==> src/rtl/line_fill_controller_if.sv <==
// Arbiter-facing request/response bus and RAM command bus of line_fill_controller.
// The slave modport is the controller's view; the master modport is the arbiter/RAM side.
interface line_fill_controller_if #(
  parameter int ADDR_SIZE      = 16,
  parameter int WORD_SIZE      = 32,
  parameter int READ_DATA_SIZE = 512
);
  logic                      arb_read_en;
  logic [ADDR_SIZE-1:0]      arb_read_addr;
  logic [READ_DATA_SIZE-1:0] arb_read_data;
  logic                      arb_read_valid;
  logic                      arb_write_en;
  logic [ADDR_SIZE-1:0]      arb_write_addr;
  logic [WORD_SIZE-1:0]      arb_write_data;
  logic                      arb_write_done;
  logic                      ram_en;
  logic                      ram_we;
  logic [ADDR_SIZE-1:0]      ram_addr;
  logic [WORD_SIZE-1:0]      ram_wdata;
  logic [WORD_SIZE-1:0]      ram_rdata;

  modport slave (
    input  arb_read_en, arb_read_addr, arb_write_en, arb_write_addr, arb_write_data, ram_rdata,
    output arb_read_data, arb_read_valid, arb_write_done, ram_en, ram_we, ram_addr, ram_wdata
  );

  modport master (
    output arb_read_en, arb_read_addr, arb_write_en, arb_write_addr, arb_write_data, ram_rdata,
    input  arb_read_data, arb_read_valid, arb_write_done, ram_en, ram_we, ram_addr, ram_wdata
  );
endinterface

==> src/rtl/line_fill_controller.sv <==
// Serves arbiter line reads as sequential RAM word reads and single-word writes.
// Optional macro LINE_FILL_ALIGN_EN forces read base addresses onto a line boundary.
module line_fill_controller #(
  parameter int ADDR_SIZE      = 16,
  parameter int WORD_SIZE      = 32,
  parameter int READ_DATA_SIZE = 512
) (
  input logic                clk,
  input logic                rst,
  line_fill_controller_if.slave bus
);
  localparam int WORDS_PER_LINE = READ_DATA_SIZE / WORD_SIZE;
  localparam int CW = $clog2(WORDS_PER_LINE);
  localparam logic [CW-1:0] LAST_IDX = CW'(WORDS_PER_LINE - 1);

  typedef enum logic [2:0] {IDLE, READ, DRAIN, WRITE, RESP} state_e;

  state_e                    state_q, state_d;
  logic [ADDR_SIZE-1:0]      base_q, base_d;
  logic [CW-1:0]             issue_q, issue_d;
  logic [CW-1:0]             cap_q, cap_d;
  logic                      pend_q, pend_d;
  logic [READ_DATA_SIZE-1:0] line_q, line_d;
  logic [READ_DATA_SIZE-1:0] rdata_q, rdata_d;
  logic                      rvalid_q, rvalid_d;
  logic                      wdone_q, wdone_d;
  logic                      ram_en_q, ram_en_d;
  logic                      ram_we_q, ram_we_d;
  logic [ADDR_SIZE-1:0]      ram_addr_q, ram_addr_d;
  logic [WORD_SIZE-1:0]      ram_wdata_q, ram_wdata_d;
  logic [ADDR_SIZE-1:0]      req_base_s;

`ifdef LINE_FILL_ALIGN_EN
  assign req_base_s = {bus.arb_read_addr[ADDR_SIZE-1:CW], {CW{1'b0}}};
`else
  assign req_base_s = bus.arb_read_addr;
`endif

  // Next-state, RAM command and line assembly logic
  always_comb begin
    state_d     = state_q;
    base_d      = base_q;
    issue_d     = issue_q;
    cap_d       = cap_q;
    line_d      = line_q;
    rdata_d     = rdata_q;
    rvalid_d    = 1'b0;
    wdone_d     = 1'b0;
    ram_en_d    = 1'b0;
    ram_we_d    = 1'b0;
    ram_addr_d  = ram_addr_q;
    ram_wdata_d = ram_wdata_q;
    // A read issued last cycle returns its word now
    pend_d      = ram_en_q & ~ram_we_q;

    if (pend_q) begin
      line_d[int'(cap_q) * WORD_SIZE +: WORD_SIZE] = bus.ram_rdata;
      cap_d = cap_q + CW'(1);
    end else begin
      cap_d = cap_q;
    end

    case (state_q)
      IDLE: begin
        if (bus.arb_write_en) begin
          state_d     = WRITE;
          ram_en_d    = 1'b1;
          ram_we_d    = 1'b1;
          ram_addr_d  = bus.arb_write_addr;
          ram_wdata_d = bus.arb_write_data;
        end else if (bus.arb_read_en) begin
          state_d    = READ;
          base_d     = req_base_s;
          issue_d    = {CW{1'b0}};
          cap_d      = {CW{1'b0}};
          ram_en_d   = 1'b1;
          ram_addr_d = req_base_s;
        end else begin
          state_d = IDLE;
        end
      end
      READ: begin
        if (issue_q == LAST_IDX) begin
          state_d = DRAIN;
        end else begin
          issue_d    = issue_q + CW'(1);
          ram_en_d   = 1'b1;
          ram_addr_d = base_q + ADDR_SIZE'(issue_d);
        end
      end
      DRAIN: begin
        rdata_d  = line_d;
        rvalid_d = 1'b1;
        state_d  = RESP;
      end
      WRITE: begin
        wdone_d = 1'b1;
        state_d = RESP;
      end
      RESP: begin
        state_d = IDLE;
      end
      default: begin
        state_d = IDLE;
      end
    endcase
  end

  // State and registered output update with synchronous reset
  always_ff @(posedge clk) begin
    if (rst) begin
      state_q     <= IDLE;
      base_q      <= {ADDR_SIZE{1'b0}};
      issue_q     <= {CW{1'b0}};
      cap_q       <= {CW{1'b0}};
      pend_q      <= 1'b0;
      line_q      <= {READ_DATA_SIZE{1'b0}};
      rdata_q     <= {READ_DATA_SIZE{1'b0}};
      rvalid_q    <= 1'b0;
      wdone_q     <= 1'b0;
      ram_en_q    <= 1'b0;
      ram_we_q    <= 1'b0;
      ram_addr_q  <= {ADDR_SIZE{1'b0}};
      ram_wdata_q <= {WORD_SIZE{1'b0}};
    end else begin
      state_q     <= state_d;
      base_q      <= base_d;
      issue_q     <= issue_d;
      cap_q       <= cap_d;
      pend_q      <= pend_d;
      line_q      <= line_d;
      rdata_q     <= rdata_d;
      rvalid_q    <= rvalid_d;
      wdone_q     <= wdone_d;
      ram_en_q    <= ram_en_d;
      ram_we_q    <= ram_we_d;
      ram_addr_q  <= ram_addr_d;
      ram_wdata_q <= ram_wdata_d;
    end
  end

  assign bus.arb_read_data  = rdata_q;
  assign bus.arb_read_valid = rvalid_q;
  assign bus.arb_write_done = wdone_q;
  assign bus.ram_en         = ram_en_q;
  assign bus.ram_we         = ram_we_q;
  assign bus.ram_addr       = ram_addr_q;
  assign bus.ram_wdata      = ram_wdata_q;
endmodule
==> src/flat_wrapper.sv <==
// flat-port wrapper written by rule: the top's interface ports become plain ports
module line_fill_controller_flat 
#(
  parameter int ADDR_SIZE      = 16,
  parameter int WORD_SIZE      = 32,
  parameter int READ_DATA_SIZE = 512
)
  (clk, rst, bus_arb_read_en, bus_arb_read_addr, bus_arb_write_en, bus_arb_write_addr, bus_arb_write_data, bus_ram_rdata, bus_arb_read_data, bus_arb_read_valid, bus_arb_write_done, bus_ram_en, bus_ram_we, bus_ram_addr, bus_ram_wdata);
  line_fill_controller_if #(.ADDR_SIZE(ADDR_SIZE), .WORD_SIZE(WORD_SIZE), .READ_DATA_SIZE(READ_DATA_SIZE)) bus_i ();
  input logic clk;
  input logic rst;
  input wire logic [$bits(bus_i.arb_read_en)-1:0] bus_arb_read_en;
  input wire logic [$bits(bus_i.arb_read_addr)-1:0] bus_arb_read_addr;
  input wire logic [$bits(bus_i.arb_write_en)-1:0] bus_arb_write_en;
  input wire logic [$bits(bus_i.arb_write_addr)-1:0] bus_arb_write_addr;
  input wire logic [$bits(bus_i.arb_write_data)-1:0] bus_arb_write_data;
  input wire logic [$bits(bus_i.ram_rdata)-1:0] bus_ram_rdata;
  output wire logic [$bits(bus_i.arb_read_data)-1:0] bus_arb_read_data;
  output wire logic [$bits(bus_i.arb_read_valid)-1:0] bus_arb_read_valid;
  output wire logic [$bits(bus_i.arb_write_done)-1:0] bus_arb_write_done;
  output wire logic [$bits(bus_i.ram_en)-1:0] bus_ram_en;
  output wire logic [$bits(bus_i.ram_we)-1:0] bus_ram_we;
  output wire logic [$bits(bus_i.ram_addr)-1:0] bus_ram_addr;
  output wire logic [$bits(bus_i.ram_wdata)-1:0] bus_ram_wdata;
  assign bus_i.arb_read_en = bus_arb_read_en;
  assign bus_i.arb_read_addr = bus_arb_read_addr;
  assign bus_i.arb_write_en = bus_arb_write_en;
  assign bus_i.arb_write_addr = bus_arb_write_addr;
  assign bus_i.arb_write_data = bus_arb_write_data;
  assign bus_i.ram_rdata = bus_ram_rdata;
  assign bus_arb_read_data = bus_i.arb_read_data;
  assign bus_arb_read_valid = bus_i.arb_read_valid;
  assign bus_arb_write_done = bus_i.arb_write_done;
  assign bus_ram_en = bus_i.ram_en;
  assign bus_ram_we = bus_i.ram_we;
  assign bus_ram_addr = bus_i.ram_addr;
  assign bus_ram_wdata = bus_i.ram_wdata;
  line_fill_controller #(.ADDR_SIZE(ADDR_SIZE), .WORD_SIZE(WORD_SIZE), .READ_DATA_SIZE(READ_DATA_SIZE)) u_core (.clk(clk), .rst(rst), .bus(bus_i));
endmodule
==> config.mk <==
export PLATFORM = sky130hd
export DESIGN_NAME = line_fill_controller_flat
export DESIGN_NICKNAME = d
export VERILOG_FILES = /design/src/rtl/line_fill_controller_if.sv /design/src/rtl/line_fill_controller.sv /design/src/flat_wrapper.sv
export SDC_FILE = /design/constraint.sdc
export NUM_CORES = 2
export LEC_CHECK = 0
export CAP_MARGIN = 20
export CORE_ASPECT_RATIO = 0.6
export CORE_MARGIN = 2
export CORE_UTILIZATION = 45
export CTS_CLUSTER_DIAMETER = 30
export DETAILED_ROUTE_END_ITERATION = 8
export MAX_ROUTING_LAYER = met4
export PLACE_DENSITY = 0.69
export SYNTH_ARGS = -nofsm -noshare
export SYNTH_HDL_FRONTEND = slang
export SYNTH_SLANG_ARGS = --single-unit
==> constraint.sdc <==
create_clock -name clk -period 4.3 [get_ports clk]
set_clock_uncertainty 0.1 [all_clocks]
set_input_delay 0.86 -clock clk [delete_from_list [all_inputs] [get_ports clk]]
set_output_delay 0.86 -clock clk [all_outputs]
set_load 0.01 [all_outputs]
==> results.txt <==
----------------------------------------------------
[Clock tree]
  Clk slew on worst S/H paths ... 0.06 ns
  Cell at the root of the clock tree ... sky130_fd_sc_hd__clkbuf_16
  Clock tree sinks ... roughly 1,100
  Clock network latency to the later pin of the worst-skew pair ... 0.74 ns
  Total CTS buffers ... 146
  Total of hold buffers inserted after clock tree synthesis ... 0
  Post-CTS Repair Setup Buffers ... 0
  Maximum clock insertion buffer count ... 3
  TritonCTS clock tree ... done
  Count of H-tree levels built during CTS ... 4
  Number of resized instances in the post-cts repair step ... 0

[Worst hold path]
  Class of the most critical hold timing path ... reg -> reg

[Critical path]
  Arrival time worst endpoint ... 4.04 ns
  Maximum net fanout on the critical path ... 32
  WP data required ... 4.84 ns
  Worst Setup Path Type ... reg -> reg
  Type of element launching the critical path ... flip-flop
  Endpoint kind of the worst setup timing path ... flip-flop

[Placed design]
  Final HPWL from detailed placement ... 81,950 um
  GP Congestion ... 0.8291
  Post-detailed-placement cell area ... 46,390 sq um
  # port buffers ... 663

[Timing]
  Upper clock frequency limit ... approximately 0.29 GHz
  Setup Total Neg Slack ... 0 ns
  Tmin final ... 3.502 ns
  Worst slew pin tran ... 1.146 ns
  Count of endpoints failing setup in the final report ... 0
  RSZ-0062 raised after global routing ... no
  Final number of max-transition violations ... 0
  Slew Limit Headroom ... 23.61%
  Period Utilization, post-route ... approximately 81%
  Final number of hold-violating endpoints ... 0

[Routing]
  Post-DR vias/cell ... 5.334
  Remaining design rule violation count ... 0
  Number of detailed-route iterations in the first pass ... 6
  Count of nets left with antenna violations after detail routing ... 0
  DR vias ... 30,646
  Average detailed-routed wire length per instance ... 22.56 um
  Routed WL ... about 130,000 um
  Violation count after the first detailed-routing iteration ... 2,627

[Synthesis]
  Largest family of logic cells by synthesized area ... multiplexers
  Average footprint of a synthesized cell ... 9.898 sq um
  Gate count of the mapped netlist ... a little under 4,000
  Post-synthesis cell type count ... 58
  Xor/xnor cell area share of the yosys netlist ... less than 1%
  Post-synthesis adder-cell area fraction ... 0.3070%
  Netlist area before placement ... between 30,000 and 40,000 sq um
  Post-synthesis sequential area ratio ... 56.49%
  Synth Area in Compound Gates ... a little under an eighth
  Mux share of post-synthesis cell area ... between 10% and 20%
  Count of flip-flops with a built-in enable after synthesis ... 0
  Asr flop ratio synth ... 0%
  Post-synthesis simple-gate area fraction ... about 13%
  Flip-flop and latch count after synthesis ... 1,104
  Syn_nets ... 4,062
  Warnings from Yosys ... 0
  Most used DFF post-synth ... sky130_fd_sc_hd__dfxtp_1

[Die]
  Placement Rows ... 83
  Number of top-level pins ... between 600 and 700
  Core region area ... 85,780 sq um
  Die height ... 232.4 um
  Floorplan die area ... 89,400 sq um
  Starting density of the core ... 45.61%
  Die width ... roughly 380 um

[Global routing]
  Number of global-route vias before repair ... 28,610
  GR Util All Layers ... 29.08%
  Number of antenna violations at the first check in global routing ... 12
  Total congestion overflow ... 0
  Global-route wire length before repair ... 186,800 um
  Largest net degree at the start of global routing ... 197

[Finish]
  Area of all placed cells without fillers ... 51,590 sq um
  Area growth, synth to finish ... 31.86%
  Most used cells in the layout excluding fill and tap cells ... sky130_fd_sc_hd__dfxtp_1, sky130_fd_sc_hd__nor2_1, sky130_fd_sc_hd__clkdlybuf4s50_1
  Nets@finish ... 4,588
  Most common library cell in the layout ignoring fill and taps ... sky130_fd_sc_hd__dfxtp_1
  Ratio of cells with drive above 1 in the final layout ... 8.527%
  Utilization after layout ... 60.15%

[Power and ir drop]
  Static Leak ... 18.35 nW
  Peak VDD IR ... 0.3523 mV
  Power density of the placed cells ... 593.3 nW/um^2

[Flow run]
  Maxcap violations ... 0

[Run status]
  Result of the run ... finished clean

----------------------------------------------------
[logic make-up (layout without fill, tap and decap cells)]
| family | after synthesis | after routing |
|---|---|---|
| xor gates and xnor gates | 11 | 11 |
| other | 0 | 1 |
| buffers and inverters | 370 | 1014 |
| and+or+nand+nor | 1298 | 1298 |
| AOI/OAI and AO/OA | 633 | 633 |
| muxes | 528 | 528 |
| DFF | 1104 | 1104 |
| adders and majority gates | 9 | 9 |
[cell type report]
class / count / area, sq um
flip-flops and latches: 1104 / 22100
diodes: 1 / 2.502
clock inverters: 86 / 1132
inverters: 7 / 26.28
clock buffers: 180 / 4068
multi-input cells: 2479 / 15510
repair buffers: 741 / 7317
fillers: 7242 / 34190
well taps: 1147 / 1435
[stage by stage]
step | setup WS [ns] | instances | total power, mW | hold slack (ns)
2_1_floorplan | 1.469 | 3953 | 14.77 | 0.3400
3_3_place_gp | 0.9171 | 5478 | 17.91 | 0.3400
3_5_place_dp | 0.8226 | 5478 | 17.99 | 0.3456
4_1_cts | 0.8004 | 5744 | 30.78 | 0.3528
6_report | 0.7980 | 5745 | 30.61 | 0.3503
5_1_grt | 0.6209 | 5744 | 31.81 | 0.3724
[power by group]
group	switching, mW	internal [mW]	leakage (nW)
sequential	0.716	11.3	8.96
clock	4.83	7.97	2.53
combinational	3.15	2.66	6.87
total	8.70	21.9	18.3
[routing by layer]
metal	vias to the layer above	part of all wire (%)	wire length, um	global-route usage (%)
met5	-	0	0	-
met4	0	3.0	3909	10.44
met3	188	8.0	10430	7.255
met2	1004	43	56340	42.41
met1	14697	45	58940	39.04
li1	14757	-	-	-
[flip-flops by register name, summed over array words and instances, names as in the netlist, 3 cells and up]
register	cells
u_core.base_q	16
u_core.line_q	512
u_core.state_q	3
u_core.bus.ram_addr	16
u_core.bus.ram_wdata	32
u_core.bus.arb_read_data	512
u_core.cap_q	4
u_core.issue_q	4
[cells in the mapped netlist (8+ instances only)]
| library cell | number | area [sq um] |
|---|---|---|
| sky130_fd_sc_hd__a211oi_1 | 516 | 3874 |
| sky130_fd_sc_hd__a21oi_1 | 63 | 315.3 |
| sky130_fd_sc_hd__a31oi_1 | 12 | 75.07 |
| sky130_fd_sc_hd__buf_2 | 55 | 275.3 |
| sky130_fd_sc_hd__buf_4 | 22 | 165.2 |
| sky130_fd_sc_hd__buf_6 | 10 | 112.6 |
| sky130_fd_sc_hd__clkbuf_1 | 272 | 1021 |
| sky130_fd_sc_hd__dfxtp_1 | 1104 | 22100 |
| sky130_fd_sc_hd__ha_1 | 8 | 100.1 |
| sky130_fd_sc_hd__mux2i_1 | 527 | 5275 |
| sky130_fd_sc_hd__nand2_1 | 115 | 431.7 |
| sky130_fd_sc_hd__nand2b_1 | 20 | 125.1 |
| sky130_fd_sc_hd__nand3_1 | 9 | 45.04 |
| sky130_fd_sc_hd__nor2_1 | 1047 | 3930 |
| sky130_fd_sc_hd__nor3_1 | 40 | 200.2 |
| sky130_fd_sc_hd__nor3b_1 | 20 | 150.1 |
| sky130_fd_sc_hd__o211ai_1 | 9 | 67.56 |
| sky130_fd_sc_hd__o21ai_0 | 12 | 60.06 |
[worst paths after layout]
kind                                                            from  depth (start not counted)                                         end  slack (ns)
worst max-delay path                      u_core.cap_q[2]$_SDFF_PP0_                          7  u_core.bus.arb_read_data[399]$_SDFFE_PP0P_        0.80
worst min-delay path            u_core.bus.ram_wdata[5]$_SDFFE_PP0P_                          2        u_core.bus.ram_wdata[5]$_SDFFE_PP0P_        0.35
worst max register to register            u_core.cap_q[2]$_SDFF_PP0_                          7  u_core.bus.arb_read_data[399]$_SDFFE_PP0P_        0.80
worst min register to register  u_core.bus.ram_wdata[5]$_SDFFE_PP0P_                          2        u_core.bus.ram_wdata[5]$_SDFFE_PP0P_        0.35
[worst max-delay path, cell delays in order, from the launching register on]
cell and delay (ns):
sky130_fd_sc_hd__dfxtp_1 0.65, sky130_fd_sc_hd__nor3_1 0.13, sky130_fd_sc_hd__ha_1 0.32, sky130_fd_sc_hd__or3b_1 0.57, sky130_fd_sc_hd__or4_2 0.74, sky130_fd_sc_hd__buf_4 0.34
sky130_fd_sc_hd__mux2i_1 0.21, sky130_fd_sc_hd__a211oi_1 0.34
No activity file was read; power rests on OpenSTA's default activity.
